--- src/rtl/uart_reg_pkg.sv ---
// uart_reg_pkg: shared constants for the UART APB register file.
//   - register byte addresses (word aligned)
//   - LCR and FSR bit positions
//   - register reset values
//   - APB handshake FSM state encoding
package uart_reg_pkg;

    localparam logic [7:0] ADDR_TBR = 8'h00;
    localparam logic [7:0] ADDR_RBR = 8'h04;
    localparam logic [7:0] ADDR_DLL = 8'h08;
    localparam logic [7:0] ADDR_DLH = 8'h0C;
    localparam logic [7:0] ADDR_LCR = 8'h10;
    localparam logic [7:0] ADDR_IER = 8'h14;
    localparam logic [7:0] ADDR_FSR = 8'h18;

    // LCR = {1'b0, OSM_SEL, BGE, EPS, PEN, STB, WLS[1:0]}
    localparam int LCR_WLS_LSB = 0;
    localparam int LCR_STB     = 2;
    localparam int LCR_PEN     = 3;
    localparam int LCR_EPS     = 4;
    localparam int LCR_BGE     = 5;
    localparam int LCR_OSM     = 6;

    // FSR = {4'b0, rx_empty, rx_full, tx_empty, tx_full}
    localparam int FSR_TX_FULL  = 0;
    localparam int FSR_TX_EMPTY = 1;
    localparam int FSR_RX_FULL  = 2;
    localparam int FSR_RX_EMPTY = 3;

    localparam logic [7:0] DLL_RST = 8'h01;
    localparam logic [7:0] DLH_RST = 8'h00;
    localparam logic [6:0] LCR_RST = 7'h03;
    localparam logic [3:0] IER_RST = 4'h0;

    typedef enum logic [1:0] {
        IDLE = 2'd0,
        WAIT = 2'd1,
        DONE = 2'd2
    } apb_state_t;

endpackage

--- src/rtl/uart_apb_fsm.sv ---
// uart_apb_fsm: APB3 handshake sequencer giving every transfer one wait state.
//   clk, rst  clock, asynchronous active-high reset
//   psel      APB select
//   penable   APB access phase
//   go        1 in WAIT when the access phase is present: decode/latch now,
//             side effects become visible in the following DONE cycle
//   done      1 in DONE (drives pready)
//   state     current state, exposed for debug/checkers
module uart_apb_fsm
    import uart_reg_pkg::*;
(
    input  logic       clk,
    input  logic       rst,
    input  logic       psel,
    input  logic       penable,
    output logic       go,
    output logic       done,
    output apb_state_t state
);

    apb_state_t state_next;

    always_ff @(posedge clk or posedge rst) begin
        if (rst) begin
            state <= IDLE;
        end else begin
            state <= state_next;
        end
    end

    always_comb begin
        state_next = state;
        go         = 1'b0;
        done       = 1'b0;
        case (state)
            IDLE: begin
                if (psel && !penable) begin
                    state_next = WAIT;
                end
            end
            WAIT: begin
                // Dropping psel abandons the transfer without any side effect.
                if (!psel) begin
                    state_next = IDLE;
                end else if (penable) begin
                    go         = 1'b1;
                    state_next = DONE;
                end
            end
            DONE: begin
                done       = 1'b1;
                state_next = IDLE;
            end
            default: state_next = IDLE;
        endcase
    end

endmodule

--- src/rtl/uart_apb_regs.sv ---
// uart_apb_regs: APB3 slave register file in front of the UART core.
//   APB side : psel, penable, pwrite, paddr, pwdata -> prdata, pready, pslverr
//   Core side: RBR_i/FSR_i in; TBR_o + tx_flag (push), rx_flag (pop),
//              DLL/DLH divisor, LCR fields, IER enables out.
// Optional feature macro: UART_APB_PSLVERR_EN -- when defined, pslverr flags
//   unmapped addresses, writes to RBR/FSR, TBR reads, TBR write while TX full
//   and RBR read while RX empty. When undefined pslverr is tied low.
// Side effects (register commit, tx_flag, rx_flag) are computed in WAIT and
// registered, so they are visible exactly in the DONE cycle alongside pready.
module uart_apb_regs
    import uart_reg_pkg::*;
#(
    parameter int ADDR_W = 5
) (
    input  logic              clk,
    input  logic              rst,
    input  logic              psel,
    input  logic              penable,
    input  logic              pwrite,
    input  logic [ADDR_W-1:0] paddr,
    input  logic [31:0]       pwdata,
    output logic [31:0]       prdata,
    output logic              pready,
    output logic              pslverr,
    input  logic [7:0]        RBR_i,
    input  logic [7:0]        FSR_i,
    output logic [7:0]        TBR_o,
    output logic              tx_flag,
    output logic              rx_flag,
    output logic [7:0]        DLL,
    output logic [7:0]        DLH,
    output logic [1:0]        WLS,
    output logic              STB,
    output logic              PEN,
    output logic              EPS,
    output logic              BGE,
    output logic              OSM_SEL,
    output logic              en_tx_fifo_empty,
    output logic              en_tx_fifo_full,
    output logic              en_rx_fifo_empty,
    output logic              en_rx_fifo_full
);

    logic              go;
    logic              done;
    apb_state_t        fsm_state;
    logic [ADDR_W-1:0] word_addr;
    logic [6:0]        lcr;
    logic [3:0]        ier;
    logic              err_q;

    logic hit_tbr, hit_rbr, hit_dll, hit_dlh, hit_lcr, hit_ier, hit_fsr, mapped;
    logic tx_push, rx_pop, err;
    logic [7:0] rd_data;

    uart_apb_fsm u_fsm (
        .clk     (clk),
        .rst     (rst),
        .psel    (psel),
        .penable (penable),
        .go      (go),
        .done    (done),
        .state   (fsm_state)
    );

    assign word_addr = {paddr[ADDR_W-1:2], 2'b00};
    assign hit_tbr   = (word_addr == ADDR_W'(ADDR_TBR));
    assign hit_rbr   = (word_addr == ADDR_W'(ADDR_RBR));
    assign hit_dll   = (word_addr == ADDR_W'(ADDR_DLL));
    assign hit_dlh   = (word_addr == ADDR_W'(ADDR_DLH));
    assign hit_lcr   = (word_addr == ADDR_W'(ADDR_LCR));
    assign hit_ier   = (word_addr == ADDR_W'(ADDR_IER));
    assign hit_fsr   = (word_addr == ADDR_W'(ADDR_FSR));
    assign mapped    = hit_tbr | hit_rbr | hit_dll | hit_dlh | hit_lcr | hit_ier | hit_fsr;

    always_comb begin
        rd_data = 8'h00;
        if (hit_rbr) rd_data = RBR_i;
        if (hit_dll) rd_data = DLL;
        if (hit_dlh) rd_data = DLH;
        if (hit_lcr) rd_data = {1'b0, lcr};
        if (hit_ier) rd_data = {4'b0, ier};
        if (hit_fsr) rd_data = FSR_i;
    end

    // A push into a full TX FIFO or a pop from an empty RX FIFO is dropped.
    assign tx_push = pwrite & hit_tbr & ~FSR_i[FSR_TX_FULL];
    assign rx_pop  = ~pwrite & hit_rbr & ~FSR_i[FSR_RX_EMPTY];
    assign err     = ~mapped
                   | (pwrite & (hit_rbr | hit_fsr))
                   | (~pwrite & hit_tbr)
                   | (pwrite & hit_tbr & FSR_i[FSR_TX_FULL])
                   | (~pwrite & hit_rbr & FSR_i[FSR_RX_EMPTY]);

    always_ff @(posedge clk or posedge rst) begin
        if (rst) begin
            prdata  <= 32'h0;
            tx_flag <= 1'b0;
            rx_flag <= 1'b0;
            err_q   <= 1'b0;
            TBR_o   <= 8'h00;
            DLL     <= DLL_RST;
            DLH     <= DLH_RST;
            lcr     <= LCR_RST;
            ier     <= IER_RST;
        end else begin
            tx_flag <= 1'b0;
            rx_flag <= 1'b0;
            err_q   <= 1'b0;
            if (go) begin
                prdata  <= pwrite ? 32'h0 : {24'h0, rd_data};
                tx_flag <= tx_push;
                rx_flag <= rx_pop;
                err_q   <= err;
                if (tx_push) TBR_o <= pwdata[7:0];
                if (pwrite && hit_dll) DLL <= pwdata[7:0];
                if (pwrite && hit_dlh) DLH <= pwdata[7:0];
                if (pwrite && hit_lcr) lcr <= pwdata[6:0];
                if (pwrite && hit_ier) ier <= pwdata[3:0];
            end
        end
    end

    assign pready = done;

`ifdef UART_APB_PSLVERR_EN
    assign pslverr = err_q;
`else
    assign pslverr = 1'b0;
`endif

    assign WLS     = lcr[LCR_WLS_LSB +: 2];
    assign STB     = lcr[LCR_STB];
    assign PEN     = lcr[LCR_PEN];
    assign EPS     = lcr[LCR_EPS];
    assign BGE     = lcr[LCR_BGE];
    assign OSM_SEL = lcr[LCR_OSM];

    assign en_tx_fifo_empty = ier[0];
    assign en_tx_fifo_full  = ier[1];
    assign en_rx_fifo_empty = ier[2];
    assign en_rx_fifo_full  = ier[3];

    // Bits intentionally not consumed: upper write data, byte offset, debug state,
    // FSR bits the register file never acts on, and err_q in the tied-off build.
    logic unused_ok;
    assign unused_ok = ^{pwdata[31:8], paddr[1:0], fsm_state, err_q,
                         FSR_i[FSR_TX_EMPTY], FSR_i[FSR_RX_FULL]};

endmodule
--- config.mk ---
export PLATFORM = sky130hd
export DESIGN_NAME = uart_apb_regs
export DESIGN_NICKNAME = d
export VERILOG_FILES = /design/src/rtl/uart_reg_pkg.sv /design/src/rtl/uart_apb_fsm.sv /design/src/rtl/uart_apb_regs.sv
export SDC_FILE = /design/constraint.sdc
export NUM_CORES = 1
export LEC_CHECK = 0
export CAP_MARGIN = 20
export CORE_ASPECT_RATIO = 1.2
export CORE_MARGIN = 3
export CORE_UTILIZATION = 42
export DETAILED_ROUTE_END_ITERATION = 10
export GPL_TIMING_DRIVEN = 0
export HOLD_SLACK_MARGIN = 0.05
export PLACE_DENSITY = 0.85
export SLEW_MARGIN = 0
export SYNTH_ARGS = -nofsm -noshare
export SYNTH_HDL_FRONTEND = slang
export SYNTH_HIERARCHICAL = 1
export SYNTH_SLANG_ARGS = --single-unit
--- constraint.sdc ---
create_clock -name clk -period 2.7 [get_ports clk]
set_input_delay 0.405 -clock clk [delete_from_list [all_inputs] [get_ports clk]]
set_output_delay 0.405 -clock clk [all_outputs]
set_load 0.02 [all_outputs]
# After elaboration in Yosys (flattened, before gate mapping)
# Index checks and enable logic that the tools add are counted.
[totals]
regBits = 71
inputBits = 58
output_inout_bits = 71
[op_classes]
bitwise_logic = 7
mux = 17
n_eq_ne = 10
n_reduce_logical = 14
[ops]
columns = ["operator", "n"]
rows = [
  ["$mux 8", 7],
  ["$reduce_and 2->1", 6],
  ["$eq 3x3->1 const B", 3],
  ["$eq 3x2->1 const B", 2],
  ["$mux 1", 6],
  ["$mux 2", 3],
  ["$logic_and 1x1->1", 5],
  ["$logic_not 5->1", 1],
  ["$and 1x1->1", 4],
  ["$pmux 2 s2", 1],
  ["$eq 3x1->1 const B", 1],
  ["$ne 3x3->1 const B", 1],
  ["$not 1->1", 3],
  ["$eq 2x1->1 const B", 1],
  ["$eq 2x2->1 const B", 1],
  ["$logic_not 2->1", 1],
  ["$ne 2x1->1 const B", 1],
  ["$logic_not 1->1", 1],
]

# Logic depth before layout (Yosys ltp)
[logic_depth]
ltp_word = 8
ltp_mapped = 5
mapped_depth_nobuf = 4

# Modules after synthesis
# Netlist, hierarchy kept.
[modules_own_cells]
columns = ["module", "n_inst", "seq_area_each_um2", "area_each_um2", "cells_each"]
rows = [
  ["uart_apb_regs", 1, 1129.8, 2317.2, 183],
  ["uart_apb_fsm", 1, 50.0, 87.6, 7],
]

# Worst setup path after synthesis
# Ideal clock, no wire load.
[synth_timing]
path_type = "register to register"
startpoint = "reg u_fsm.state[1]"
endpoint = "reg DLL[1]"
setup_time_ns = 0.125
arrival_time_ns = 1.616
setup_slack_ns = 0.959
path_buffers = 0
period_less_slack_ns = 1.741
required_time_ns = 2.575
stages_incl_launch_ff = 5
path_cell_list = "dfrtp_1 > and4b_1 > clkinv_1 > nor3_4 > mux2_2"
[synth_via]
elab_chain_len = 3
[synth_lines]
columns = ["element", "line_no", "source"]
rows = [
  ["start: declaration", "uart_apb_fsm.sv:18", "output apb_state_t state"],
  ["start signal: assignment", "uart_apb_fsm.sv:27", "state <= state_next;"],
  ["$eq 2x1->1", "uart_apb_fsm.sv:35", "case (state)"],
  ["$mux 1", "uart_apb_fsm.sv:35", ""],
  ["named net go", "uart_apb_regs.sv:44", "logic go;"],
  ["$reduce_and 2->1 (no line)", "-", ""],
  ["end signal: assignment", "uart_apb_regs.sv:116", "if (pwrite && hit_dll) DLL <= pwdata[7:0];"],
  ["end: declaration", "uart_apb_regs.sv:30", "output logic [7:0] DLL,"],
]
# The timed path passes the listed nets, and every way through them passes these cells.
# A chain may end at the register's enable or synchronous reset.

# Worst setup path after layout
[layout_timing]
startpoint = "in penable"
endpoint = "reg DLL[4]"
[layout_via]
elab_chain_len = 4
[layout_lines]
columns = ["element", "line_no", "source"]
rows = [
  ["start: declaration", "uart_apb_regs.sv:18", "input logic penable,"],
  ["$mux 1", "uart_apb_fsm.sv:45", "end else if (penable) begin"],
  ["$mux 1", "uart_apb_fsm.sv:43", "if (!psel) begin"],
  ["$mux 1", "uart_apb_fsm.sv:35", ""],
  ["named net go", "uart_apb_regs.sv:44", ""],
  ["$reduce_and 2->1 (no line)", "-", ""],
]
# The timed path passes the listed nets, and every way through them passes these cells.

==> impl_metrics.json <==
{
  "outcome": "completed",
  "final_cell_mix": "clkdlybuf4s50_1 (77), dfrtp_1 (44), mux2_2 (43)",
  "cts-buffers-inserted": 5,
  "grt_pass1_vias": 1840,
  "nets": 357,
  "die_h_um": 88.9,
  "final_common_cell": "clkdlybuf4s50_1",
  "wl_per_cell_um": 16.7,
  "rsz0062_at_grt": "no",
  "die_area_um2": 6670,
  "dp_hpwl_um": 4500,
  "critPathLaunchType": "input port",
  "ys_seq_area_share_pct": 49.1,
  "cp_max_fo": 9,
  "cp.arrival_ns": 2.49,
  "p_leak_nw": 1.62,
  "cts_sinks": 47,
  "ant_nets": 0,
  "drive_gt1_share_pct": 30.3,
  "crit_type": "in -> reg",
  "portBuffers": 77,
  "cts_hold_buf": 0,
  "synthFlopType": "dfrtp_1",
  "maxSlewHeadroom_pct": 61.4,
  "cts_tree": "built",
  "yosysUniqueCellTypes": 40,
  "tightest_slew_ns": 0.579,
  "ff2ff_setup_slack_ns": 0.54,
  "fin_crit_ns": 2.30,
  "cp.required_ns": 2.89,
  "firstDrtPassIters": 4,
  "final_core_util_pct": 64.4,
  "r2r-end": "DLL[4]",
  "routed_wl_um": 6030,
  "synth_edf_count": 0,
  "post-route-period-util_pct": 85.2,
  "clockRootBuffer": "clkbuf_8",
  "setup_viol": 0,
  "cp-end-kind": "register",
  "yosysWarnings": 6,
  "r2r-start": "u_fsm/state[1]",
  "tns_ns": 0,
  "skew_ns": 0.00417,
  "via_count": 1847,
  "grt_first_pass_wirelength_um": 9500,
  "reg2reg_depth": 4,
  "cts.path.max_buffers": 2,
  "p_per_area_nw_per_um2": 497,
  "hold_viol_final": 0,
  "cts_max_level": 2,
  "fmax_ghz": 0.435,
  "postSynthAreaPerCell_um2": 12.7,
  "grtUsageTotal_pct": 19.2,
  "start_util_pct": 44.5,
  "path_clk_slew_ns": 0.08,
  "gp_congestion": 0.776,
  "drc": 0,
  "syn_to_final_growth_pct": 44.7,
  "irDropWorstVdd_v": 0.000363,
  "vias_per_cell": 5.10,
  "synth_area_um2": 2400,
  "synthArstFlopShare_pct": 100,
  "core-area_um2": 5410,
  "grt_max_degree": 26,
  "post_cts_buffers": 0,
  "n_antenna_cell": 0,
  "grt_antenna_before_repair": 0,
  "grt-ovfl-total": 0,
  "num_rows": 29,
  "clk_latency_ns": 0.30,
  "io_pins": 129,
  "hold_class": "in -> async",
  "fill_cells": 444,
  "ctsResizeCount": 0,
  "slew_violations": 0,
  "max-cap-violations": 0,
  "first_iter_violations": 77,
  "postSynthCellCount": 190,
  "ys_seq_elements": 47,
  "die_w_um": 75.1
}
==> stage by stage <==
step	power [mW]	hold slack [ns]	worst slack, ns	instance area, um^2	cells
CTS	1.75	0.288	0.392	3480	362
detailed placement	1.21	0.469	0.0669	3360	354
global placement	1.20	0.449	0.115	3340	353
floorplan	1.03	0.146	0.959	2490	214
global route	1.81	0.291	0.269	3480	362
finish	1.73	0.296	0.400	3480	362
==> area by class of cell <==
cell class / instances / area, um^2 / share of cell area [%]
well taps: 62 / 77.6 / 2.23
flip-flops and latches: 47 / 1180 / 33.9
plain buffers: 34 / 236 / 6.79
multi-input cells: 129 / 1060 / 30.6
repair buffers: 78 / 791 / 22.7
clock inverters: 2 / 35.0 / 1.01
clock buffers: 6 / 82.6 / 2.37
inverters: 4 / 15.0 / 0.431
==> report_power, final <==
part / switching, mW / total, mW / leakage, nW / internal (mW)
clock: 0.228 / 0.528 / 0.0612 / 0.299
combinational: 0.197 / 0.411 / 0.922 / 0.214
sequential: 0.0361 / 0.791 / 0.633 / 0.755
total: 0.462 / 1.73 / 1.62 / 1.27
==> cells in the mapped netlist (all sizes together), types with 2 or more instances <==
master	n	area, um^2
o2bb2ai	2	17.5
a32oi	2	17.5
inv	3	11.3
buf	30	221
a211oi	3	22.5
clkbuf	4	15.0
a32o	4	40.0
o31ai	2	15.0
o32a	3	30.0
o211ai	3	22.5
and4b	2	20.0
dfrtp	44	1100
mux2i	3	30.0
nor2	5	21.3
nor3	3	31.3
nand3b	5	37.5
nor2b	7	43.8
mux2	44	499
nand2	2	7.51
a22oi	3	22.5
dfstp	3	78.8
==> worst max-delay path: stages <==
cell and delay [ns]:
clkdlybuf4s50_1 0.49, and4b_1 0.31, clkinv_1 0.32, nor3_4 0.56
mux2_2 0.40
==> state kept, by name, summed over array words and instances, names as in the netlist <==
signal and flops:
DLH 8, DLL 8, TBR_o 8, prdata 8
lcr 7, ier 4, u_fsm/state 2, rx_flag 1
tx_flag 1
==> how the worst max path moves through the flow <==
stage                         startpoint  endpoint  slack [ns]  depth (start not counted)
final                            penable    DLL[4]        0.40                          5
after global routing             penable    DLL[3]        0.27                          5
after CTS                        penable    DLL[4]        0.39                          5
after detailed placement         penable    DLL[7]        0.07                          5
after global placement           penable    DLL[1]        0.11                          5
after floorplan           u_fsm/state[1]    DLL[1]        0.96                          4
==> per-layer routing <==
layer | global-route usage, % | part of all wire, % | vias to the layer above
met3 | 5.74 | 8.4 | 13
met4 | 8.58 | 2.1 | 0
met2 | 30.1 | 49 | 79
met5 | 0 | 0 | -
li1 | - | - | 869
met1 | 24.5 | 40 | 886
==> kinds of logic (layout without fill, tap and decap cells) <==
family / Yosys count / count (layout) / share of synthesized area [%]
muxes: 47 / 47 / 22.0
DFF: 47 / 47 / 49.1
buffers and inverters: 38 / 124 / 10.5
and+or+nand+nor: 31 / 31 / 9.26
AOI/OAI and AO/OA: 26 / 26 / 9.05
other: 1 / 25 / 0.156
Power figures use the tool's default switching activity.
